--- src/rtl/uart_pkg.sv ---
// uart_pkg: shared UART defaults (DBIT, SB_TICK, BAUD_DIV) and the 2-bit transmitter FSM encoding
package uart_pkg;
  localparam int DBIT_DEF = 8;
  localparam int SB_TICK_DEF = 16;
  localparam int BAUD_DIV_DEF = 163;
  typedef logic [1:0] state_t;
  localparam logic [1:0] IDLE = 2'd0;
  localparam logic [1:0] START = 2'd1;
  localparam logic [1:0] DATA = 2'd2;
  localparam logic [1:0] STOP = 2'd3;
endpackage

--- src/rtl/uart_tx_fifo.sv ---
// uart_tx_fifo: sync FIFO, registered count; in clk, reset(async low), push, pop, din; out dout, empty, full
module uart_tx_fifo #(
  parameter int DEPTH = 4,
  parameter int W = 8
) (
  input  logic         clk,
  input  logic         reset,
  input  logic         push,
  input  logic         pop,
  input  logic [W-1:0] din,
  output logic [W-1:0] dout,
  output logic         empty,
  output logic         full
);
  localparam int AW = $clog2(DEPTH);
  logic [W-1:0] mem [DEPTH];
  logic [AW-1:0] wp, rp;
  logic [AW:0] cnt;
  logic do_push, do_pop;
  assign empty = cnt == '0;
  assign full = cnt == (AW+1)'(DEPTH);
  assign do_push = push && !full;
  assign do_pop = pop && !empty;
  assign dout = mem[rp];
  always_ff @(posedge clk or negedge reset)
    if (!reset) begin
      wp <= '0;
      rp <= '0;
      cnt <= '0;
    end else begin
      wp <= wp + AW'(do_push);
      rp <= rp + AW'(do_pop);
      cnt <= cnt + (AW+1)'(do_push) - (AW+1)'(do_pop);
    end
  always_ff @(posedge clk)
    if (do_push) mem[wp] <= din;
endmodule

--- src/rtl/uart_tx.sv ---
// uart_tx: 8N1 UART transmitter with FIFO; in clk, reset(async low), tx_wr, tx_din[7:0]; out tx_full, tx_busy, tx_done_tick, tx
module uart_tx import uart_pkg::*; #(
  parameter int DBIT = DBIT_DEF,
  parameter int SB_TICK = SB_TICK_DEF,
  parameter int BAUD_DIV = BAUD_DIV_DEF,
  parameter int FIFO_DEPTH = 4
) (
  input  logic       clk,
  input  logic       reset,
  input  logic       tx_wr,
  input  logic [7:0] tx_din,
  output logic       tx_full,
  output logic       tx_busy,
  output logic       tx_done_tick,
  output logic       tx
);
  localparam int BW = $clog2(BAUD_DIV);
  localparam int NW = $clog2(DBIT);
  localparam int SW = $clog2(SB_TICK > 16 ? SB_TICK : 16);
  state_t state, state_n;
  logic [BW-1:0] bc;
  logic [SW-1:0] s, s_n;
  logic [NW-1:0] n, n_n;
  logic [7:0] b, b_n, dout;
  logic tx_r, tx_n, pop, empty, s_tick;
  uart_tx_fifo #(.DEPTH(FIFO_DEPTH), .W(8)) u_fifo (
    .clk(clk),
    .reset(reset),
    .push(tx_wr),
    .pop(pop),
    .din(tx_din),
    .dout(dout),
    .empty(empty),
    .full(tx_full)
  );
  assign s_tick = bc == BW'(BAUD_DIV - 1);
  assign tx_busy = state != IDLE || !empty;
  assign tx = tx_r;
  always_ff @(posedge clk or negedge reset)
    if (!reset) bc <= '0;
    else bc <= (state == IDLE || s_tick) ? '0 : bc + BW'(1);
  always_comb begin
    state_n = state;
    s_n = s;
    n_n = n;
    b_n = b;
    tx_n = tx_r;
    pop = 1'b0;
    tx_done_tick = 1'b0;
    case (state)
      IDLE: begin
        tx_n = 1'b1;
        if (!empty) begin
          pop = 1'b1;
          b_n = dout;
          s_n = '0;
          state_n = START;
          tx_n = 1'b0;
        end
      end
      START:
        if (s_tick) begin
          if (s == SW'(15)) begin
            state_n = DATA;
            s_n = '0;
            n_n = '0;
            tx_n = b[0];
          end else s_n = s + SW'(1);
        end
      DATA:
        if (s_tick) begin
          if (s == SW'(15)) begin
            s_n = '0;
            b_n = b >> 1;
            if (n == NW'(DBIT - 1)) begin
              state_n = STOP;
              tx_n = 1'b1;
            end else begin
              n_n = n + NW'(1);
              tx_n = b[1];
            end
          end else s_n = s + SW'(1);
        end
      STOP:
        if (s_tick) begin
          if (s == SW'(SB_TICK - 1)) begin
            state_n = IDLE;
            tx_done_tick = 1'b1;
          end else s_n = s + SW'(1);
        end
    endcase
  end
  always_ff @(posedge clk or negedge reset)
    if (!reset) begin
      state <= IDLE;
      s <= '0;
      n <= '0;
      b <= '0;
      tx_r <= 1'b1;
    end else begin
      state <= state_n;
      s <= s_n;
      n <= n_n;
      b <= b_n;
      tx_r <= tx_n;
    end
endmodule

--- config.mk ---
export PLATFORM = sky130hd
export DESIGN_NAME = uart_tx
export DESIGN_NICKNAME = d
export VERILOG_FILES = /design/src/rtl/uart_pkg.sv /design/src/rtl/uart_tx_fifo.sv /design/src/rtl/uart_tx.sv
export SDC_FILE = /design/constraint.sdc
export NUM_CORES = 1
export LEC_CHECK = 0
export CORE_MARGIN = 2
export CORE_UTILIZATION = 25
export CTS_BUF_LIST = sky130_fd_sc_hd__clkbuf_4
export DETAILED_ROUTE_END_ITERATION = 7
export GPL_ROUTABILITY_DRIVEN = 0
export PLACE_DENSITY_LB_ADDON = 0.15
export SYNTH_ARGS = -nofsm -noshare
export SYNTH_HDL_FRONTEND = slang
export SYNTH_SLANG_ARGS = --single-unit
--- constraint.sdc ---
create_clock -name clk -period 2.5 [get_ports clk]
set_input_delay 0.375 -clock clk [delete_from_list [all_inputs] [get_ports clk]]
set_output_delay 0.375 -clock clk [all_outputs]
set_load 0.005 [all_outputs]
## After elaboration in Yosys (flattened, before gate mapping)

Memory sizes are Yosys's and may differ from the RTL's.
Index checks and enable logic that the tools add are counted.

| word-level totals | value |
|---|---|
| bits in registers | 33 |
| RAM bits | 32 |
| output and inout port bits | 4 |
| logic and storage cells | 93 |
| memories | 1 |

Memories:

| name | depth | bits a word | rd ports | clocked after memory_dff | write ports | line | source |
|---|---|---|---|---|---|---|---|
| u_fifo.mem | 4 | 8 | 1 | 0 | 1 | uart_tx_fifo.sv:16 | `logic [W-1:0] mem [DEPTH];` |

| cells by class | value |
|---|---|
| add/subtract/negate cells | 7 |
| equal/unequal tests | 18 |
| muxes and demuxes | 40 |
| reductions and logical operators | 18 |

Operators with widths:

| kind | count |
|---|---|
| two-way mux 8 bit | 4 |
| two-way mux 4 bit | 5 |
| != test 2 bit, second input constant | 10 |
| two-way mux 2 bit | 8 |
| case mux 8 bit (2 select lines) | 1 |
| two-way mux 3 bit | 5 |
| two-way mux 1 bit | 13 |
| case mux 4 bit (3 select lines) | 1 |
| adder 8 x 1 -> 8 bit, second input constant | 1 |
| == test 8 bit, second input constant | 1 |
| case mux 2 bit (4 select lines) | 1 |
| AND reduction 4 bit | 2 |
| AND reduction 8 bit | 1 |
| == test 3 bit, second input constant | 2 |
| case mux 3 bit (2 select lines) | 1 |
| AND reduction 6 bit | 1 |
| nonzero test 2 bit | 3 |
| AND reduction 5 bit | 1 |
| adder 2 x 1 -> 2 bit | 2 |
| adder 4 x 1 -> 4 bit, second input constant | 1 |
| == test 2 bit, second input constant | 2 |
| == test 4 bit, second input constant | 1 |
| adder 3 x 1 -> 3 bit | 1 |
| adder 3 x 1 -> 3 bit, second input constant | 1 |
| other kinds (11) | 14 |

## Logic depth before layout (Yosys ltp)

Gate-level depths: netlist of run 1.

| depth | value |
|---|---|
| depth after elaboration | 5 |
| depth in mapped cells | 9 |
| depth with buffers taken out | 9 |

## Modules after synthesis

Synthesis of run 1 repeated with hierarchy kept, for this count alone.

| second synthesis, totals | value |
|---|---|
| cells, all modules | 213 |
| area total of the unflattened synthesis | 3064.2 um2 |

Modules (own cells, without submodules):

| module | instances | cells each | area each (um2) | sequential area each (um2) |
|---|---|---|---|---|
| uart_tx_fifo | 1 | 73 | 1545.2 | 1136.1 |
| uart_tx | 1 | 140 | 1519.0 | 651.9 |

## Worst setup path after synthesis of run 1

OpenSTA, ideal clock, no wires.

| timing path | value |
|---|---|
| path kind | register to register |
| start point | reg state[0] |
| end point | reg u_fifo.cnt[2] |
| library setup time | 0.123 ns |
| arrival | 1.994 ns |
| path slack | 0.384 ns |
| cell stages (with the launch flop) | 10 |
| buffers on the path | 0 |
| cell sequence | dfrtp_1 > inv_1 > ha_1 > nor2b_1 > ha_1 > inv_1 > ha_1 > fa_1 > xnor2_1 > xnor2_1 |

| between the ends | value |
|---|---|
| longest elaborated chain between the ends | 4 |

Ends and longest elaborated chain:

| what | line | source |
|---|---|---|
| start, declared | uart_tx.sv:20 | `state_t state, state_n;` |
| start signal, assigned | uart_tx.sv:101 | `state <= state_n;` |
| logical NOT 2 bit | uart_tx.sv:50 | `case (state)` |
| two-way mux 1 bit | uart_tx.sv:50 |  |
| logical AND 1 bit | uart_tx_fifo.sv:23 | `assign do_pop = pop && !empty;` |
| subtractor 3 x 1 -> 3 bit | uart_tx_fifo.sv:33 | `cnt <= cnt + (AW+1)'(do_push) - (AW+1)'(do_pop);` |
| end signal, assigned | uart_tx_fifo.sv:33 |  |
| end, declared | uart_tx_fifo.sv:18 | `logic [AW:0] cnt;` |

Every way passes these cells.
A chain may end at the register's enable or synchronous reset.

## Worst setup path after layout of run 1

| timing path | value |
|---|---|
| start point | reg state[0] |
| end point | out tx_busy |

| between the ends | value |
|---|---|
| longest elaborated chain between the ends | 2 |

Ends and longest elaborated chain:

| what | line | source |
|---|---|---|
| nonzero test 2 bit | uart_tx.sv:37 | `assign tx_busy = state != IDLE \|\| !empty;` |
| logical OR 1 bit | uart_tx.sv:37 |  |
| end, declared | uart_tx.sv:13 | `output logic tx_busy,` |

Every way passes these cells.

==> impl_metrics.env, run 1 <==
export IMPL_status="finished, final reports clean"
export IMPL_antenna_found_initial=0
export IMPL_grt_use_met1_pct=12.42
export IMPL_clock_fmax_ghz=0.4334
export IMPL_root_buffer="clkbuf_4"
export IMPL_synth_mux_area_share_pct=13.06
export IMPL_syn_nets=240
export IMPL_place_inst=376
export IMPL_synth_ff_type="edfxtp_1"
export IMPL_critPathLaunchType="flip-flop"
export IMPL_synth_area_top_cells="edfxtp_1, dfrtp_1, mux2_2, mux4_2, ha_1"
export IMPL_grt_pass1_vias=1792
export IMPL_power_mw=3.968
export IMPL_via_per_inst=4.297
export IMPL_netlist_area_um2=2999
export IMPL_grtUsageTotal_pct=9.634
export IMPL_grt_max_degree=34
export IMPL_setup_viol=0
export IMPL_fin_nets=268
export IMPL_yosysTopAreaCellShare_pct=32.04
export IMPL_synth_seq_cells=65
export IMPL_grt_overflow_total=0
export IMPL_grt_busiest_layer="met2"
export IMPL_grt_first_pass_wirelength_um=9287
export IMPL_cp_data_arrival_time_ns=1.93
export IMPL_cts_inserted_buffers=9
export IMPL_drv_slew=0
export IMPL_h_tree_depth=3
export IMPL_clkLatencyLatePin_ns=0.42
export IMPL_wirelength_um=5333
export IMPL_rows=40
export IMPL_crit_path_end_kind="output pin"
export IMPL_cts_buffer_depth=2
export IMPL_crit_type="flip-flop to output pin"
export IMPL_use_met3_pct=3.879
export IMPL_syn_inst=214
export IMPL_antenna_cells=0
export IMPL_ios=15
export IMPL_fin_crit_sh_pct=92.29
export IMPL_portBuffers=14
export IMPL_grt_setup_unrepaired="false"
export IMPL_yosysTopAreaCell="edfxtp_1"
export IMPL_die_area_um2=12890
export IMPL_route_detailed_drc=0
export IMPL_vias=1693
export IMPL_worstPathRequired_ns=2.12
export IMPL_layout_cells_non_filler=394
export IMPL_ir_drop_mv=0.3894
export IMPL_fp_dieW_um=113.5
export IMPL_leakage_nw=1.379
export IMPL_slew_headroom_pct=70.05
export IMPL_avgSynthCellArea_um2=14.01
export IMPL_synthAdderAreaFrac_pct=6.508
export IMPL_initial_core_util_pct=25.28
export IMPL_core_area_um2=11860
export IMPL_dp_hpwl_um=3610
export IMPL_async_flop_share_pct=50.77
export IMPL_final_cell_mix="dfrtp_1, edfxtp_1, mux2_2"
export IMPL_power_density_nw_per_um2=1130
export IMPL_tightest_slew_ns=0.4493
export IMPL_ys_seq_area_share_pct=59.62
export IMPL_synth_edf_count=32
export IMPL_final_antenna_net_count=0
export IMPL_finalCriticalPeriod_ns=2.307
export IMPL_ys_types=40
export IMPL_cts_tree="done"
export IMPL_holdWs_ns=0.3574
export IMPL_min_path_type="input pin to asynchronous set/reset pin"
export IMPL_max_cap_viol_count=0
export IMPL_finClkSkew_ns=0.01726
export IMPL_synth_xor_area_share_pct=2.920
export IMPL_setup_tns_ns=0
export IMPL_dr_pass1_iters=4
export IMPL_wl_per_cell_um=13.54
export IMPL_layout_drive_gt1_share_pct=23.48
export IMPL_crit_fanout=7
export IMPL_yosysWarningCount=0
export IMPL_synth_top_family_by_area="multiplexers"
export IMPL_first_iter_violations=50
export IMPL_cts_clk_slew_worst_paths_ns=0.12
export IMPL_synth_simple_area_share_pct=11.85
export IMPL_die_h_um=113.5
export IMPL_synth_compound_area_share_pct=3.755
export IMPL_rrSetupSlack_ns=0.22
export IMPL_met2_usage_pct=14.29
export IMPL_cts_sinks=65
export IMPL_fillers=1201
export IMPL_hold_viol_final=0
export IMPL_area_growth_pct=17.06
path summary, 6_finish.rpt:
check	startpoint	to	cells after the start
max in group asynchronous	reset	tx	2
worst max register to register	state[0]	u_fifo.cnt[2]	9
worst max-delay path	state[0]	tx_busy	5
worst min-delay path	reset	bc[5]	2
min in group clk	b[2]	b[2]	1
worst min register to register	b[2]	b[2]	1
worst max-delay path: stages, from the launching register on:
cell	delay [ns]
dfrtp_1	0.42
inv_1	0.13
ha_1	0.26
and2_4	0.23
inv_1	0.05
clkdlybuf4s50_1	0.43
where the power goes:
part | total (mW) | leakage (nW) | internal (mW) | switching (mW)
sequential | 1.66 | 0.707 | 1.46 | 0.204
clock | 0.733 | 0.0773 | 0.315 | 0.418
combinational | 1.57 | 0.595 | 0.813 | 0.759
flip-flops by register name, indices dropped and copies added, names as in the netlist:
register    flops
bc              8
s               4
u_fifo.cnt      3
u_fifo.rp       2
b               8
n               3
state           2
tx              1
u_fifo.wp       2
u_fifo.mem     32
synthesized netlist by cell type (all sizes together) (2+ instances only):
master	count
a31oi	2
and3	4
clkbuf	5
dfrtp	32
edfxtp	32
ha	14
inv	10
mux2	17
mux2i	2
mux4	8
nand2	14
nand2b	3
nand3	12
nor2	15
nor2b	4
nor3	4
nor3b	3
o211ai	3
o21ai	3
o31ai	2
xnor2	3
xor2	7
through the flow:
| step | area [um2] | utilization (%) | setup WS (ns) |
|---|---|---|---|
| final | 3511 | 29.60 | 0.1927 |
| after global routing | 3511 | 29.60 | 0.03441 |
| after CTS | 3505 | 29.55 | 0.06669 |
| after detailed placement | 3344 | 28.20 | 0.2444 |
| after global placement | 3344 | 28.20 | 0.3022 |
| after floorplan | 2999 | - | 0.3839 |
layout make-up:
type / instances / area [um2] / share of cell area, %
clock buffers: 9 / 67.56 / 1.924
clock inverters: 7 / 77.57 / 2.210
inverters: 10 / 37.54 / 1.069
multi-input cells: 133 / 1150 / 32.75
flip-flops and latches: 65 / 1788 / 50.93
well taps: 147 / 183.9 / 5.239
repair buffers: 23 / 206.4 / 5.880
what timing repair did:
| item | CTS | global route |
|---|---|---|
| resized for setup | 2 | 2 |
| buffers inserted | 2 | 0 |
| gates cloned | 0 | 0 |
| setup endpoints to repair | 2 | 1 |
| hold endpoints to repair | 0 | 0 |
| hold buffers | 0 | 0 |
per-layer routing:
metal | share of wire (%) | wire (um)
met5 | 0 | 0
met4 | 1.2 | 66
met3 | 3.3 | 178
met2 | 46 | 2473
met1 | 49 | 2616
cell families (layout without fill, tap and decap cells):
family	Yosys count	count (layout)
AOI/OAI and AO/OA	15	15
xor gates and xnor gates	10	10
adders and majority gates	15	15
buffers and inverters	16	49
DFF	65	65
muxes	27	27
and+or+nand+nor	66	66
Power figures use the tool's default switching activity.
==> inputs of run 2 (changes only) <==
--- a/config.mk
+++ b/config.mk
@@ -5,8 +5,9 @@
 export SDC_FILE = /design/constraint.sdc
 export NUM_CORES = 1
 export LEC_CHECK = 0
+export CAP_MARGIN = 30
 export CORE_MARGIN = 2
-export CORE_UTILIZATION = 25
+export CORE_UTILIZATION = 62
 export CTS_BUF_LIST = sky130_fd_sc_hd__clkbuf_4
 export DETAILED_ROUTE_END_ITERATION = 7
 export GPL_ROUTABILITY_DRIVEN = 0
==> run 2 against run 1 <==
Flip-flop and latch count unchanged. Combinational power about the same. Maximum frequency down 0.85%. Critical path type is now flip-flop to flip-flop. Largest cell class unchanged.
==> impl_metrics.env, run 2 (synthesis results as in run 1) <==
export IMPL_top_regs="u_fifo.mem (32), b (8), bc (8)"
export IMPL_final_cell_mix="dfrtp_1, edfxtp_1, mux2_2"
export IMPL_via_per_inst=5.910
export IMPL_top_register="u_fifo.mem"
export IMPL_r2r_start="state[0]"
export IMPL_setup_viol=0
export IMPL_finalCriticalPeriod_ns=2.327
export IMPL_crit_path_end_kind="flip-flop"
export IMPL_cts_tree="done"
export IMPL_fin_nets=267
export IMPL_cpMostUsedCell="ha_1"
export IMPL_final_antenna_net_count=0
export IMPL_worst_slack_ns=0.1728
export IMPL_layout_drive_gt1_share_pct=23.58
export IMPL_antenna_found_initial=0
export IMPL_seqPwrFrac_pct=42.2
export IMPL_worstPathRequired_ns=2.79
export IMPL_finClkSkew_ns=0.009899
export IMPL_vias=1773
export IMPL_cp_data_arrival_time_ns=2.62
export IMPL_clock_fmax_ghz=0.4297
export IMPL_grt_overflow_total=0
export IMPL_cp_slowest_cell="fa_1"
export IMPL_cts_buffer_depth=2
export IMPL_holdWs_ns=0.3682
export IMPL_dp_hpwl_um=3517
export IMPL_critPathTopFamily="adder cells"
export IMPL_wl_per_cell_um=16.94
export IMPL_max_cap_viol_count=0
export IMPL_grt_setup_unrepaired="false"
export IMPL_p_sw_mw=1.358
export IMPL_intPower_mw=2.675
export IMPL_leakage_nw=1.397
export IMPL_route_detailed_drc=0
export IMPL_first_iter_violations=67
export IMPL_initial_core_util_pct=63.92
export IMPL_grt_max_degree=34
export IMPL_dp_worst_setup_slack_ns=0.1893
export IMPL_cts_inserted_buffers=9
export IMPL_cts_hold_buf=0
export IMPL_cts_sinks=65
export IMPL_power_mw=4.034
export IMPL_crit_fanout=5
export IMPL_drv_slew=0
export IMPL_hold_viol_final=0
export IMPL_placed_cell_area_um2=3213
export IMPL_clkLatencyLatePin_ns=0.40
export IMPL_grtUsageTotal_pct=22.47
export IMPL_wirelength_um=5083
export IMPL_die_area_um2=5410
export IMPL_tightest_slew_ns=0.5276
export IMPL_design_area_um2=3413
export IMPL_crit_chain="inv_1 > ha_1 > nor2b_1 > ha_1 > inv_1 > ha_1 > fa_1 > xnor2_2 > xnor2_1"
export IMPL_reg2reg_to="u_fifo.cnt[2]"
export IMPL_multi_input_area_um2=1156
export IMPL_antenna_cells=0
export IMPL_cp_num_buf_inv=2
export IMPL_rr_worst_depth=9
export IMPL_h_tree_depth=3
export IMPL_grt_pass1_vias=1814
export IMPL_ios=15
export IMPL_combinationalPowerShare_pct=38.4
export IMPL_regArea_um2=1788
export IMPL_power_density_nw_per_um2=1182
export IMPL_min_path_type="input pin to asynchronous set/reset pin"
export IMPL_cts_clk_slew_worst_paths_ns=0.11
export IMPL_area_growth_pct=13.81
export IMPL_fillers=314
export IMPL_largest_reg_flops=32
export IMPL_fp_dieW_um=73.55
export IMPL_slew_headroom_pct=64.83
export IMPL_core_area_um2=4692
export IMPL_fin_crit_sh_pct=93.09
export IMPL_crit_type="flip-flop to flip-flop"
export IMPL_die_h_um=73.55
export IMPL_ir_drop_mv=0.7072
export IMPL_rows=25
export IMPL_grt_first_pass_wirelength_um=8756
export IMPL_switching_share_pct=33.68
export IMPL_root_buffer="clkbuf_4"
export IMPL_setup_tns_ns=0
export IMPL_portBuffers=14
export IMPL_dr_pass1_iters=4
export IMPL_rrSetupSlack_ns=0.17
export IMPL_clkPwrFrac_pct=19.4
export IMPL_critPathLaunchType="flip-flop"
export IMPL_slowest_delay_ns=0.47
export IMPL_status="finished, final reports clean"
[run 2: worst max-delay path by stage]
stage	depth (start not counted)	end	slack, ns	start
finish	9	u_fifo.cnt[2]	0.17	state[0]
global route	9	u_fifo.cnt[2]	0.03	state[0]
CTS	5	tx_done_tick	0.06	bc[1]
detailed placement	9	u_fifo.cnt[2]	0.19	state[0]
global placement	9	u_fifo.cnt[2]	0.33	state[0]
floorplan	9	u_fifo.cnt[2]	0.38	state[0]
[run 2: power by group through the flow]
stage               sequential [mW]  clock (mW)  combinational (mW)
finish                         1.70       0.784                1.55
global route                   1.75       0.845                1.73
CTS                            1.70       0.803                1.52
detailed placement             1.73           0                1.48
global placement               1.71           0                1.41
floorplan                      1.62           0                1.22
[run 2: timing repair]
action,in CTS,in global routing
gates resized for setup,0,4
setup endpoints to repair,1,3
buffers inserted,2,1
[run 2: metal layers]
metal  up-vias  share of wire, %  GRT usage, %
met5         -                 0             0
met3         8               3.5         5.350
li1        842                 -             -
met4         0               1.6         10.91
met1       888                46         29.95
met2        35                49         34.92
[run 2: final cells by class]
class | instances | area share, %
flip-flops and latches | 65 | 52.38
multi-input cells | 133 | 33.87
repair buffers | 22 | 5.938
clock inverters | 7 | 2.749
clock buffers | 9 | 1.979
well taps | 54 | 1.979
inverters | 10 | 1.100
[run 2: metrics by stage]
| stage | std cells | utilization, % |
|---|---|---|
| floorplan | 214 | - |
| global route | 300 | 72.75 |
| detailed placement | 281 | 68.48 |
| finish | 300 | 72.75 |
| global placement | 281 | 68.48 |
| CTS | 299 | 72.24 |
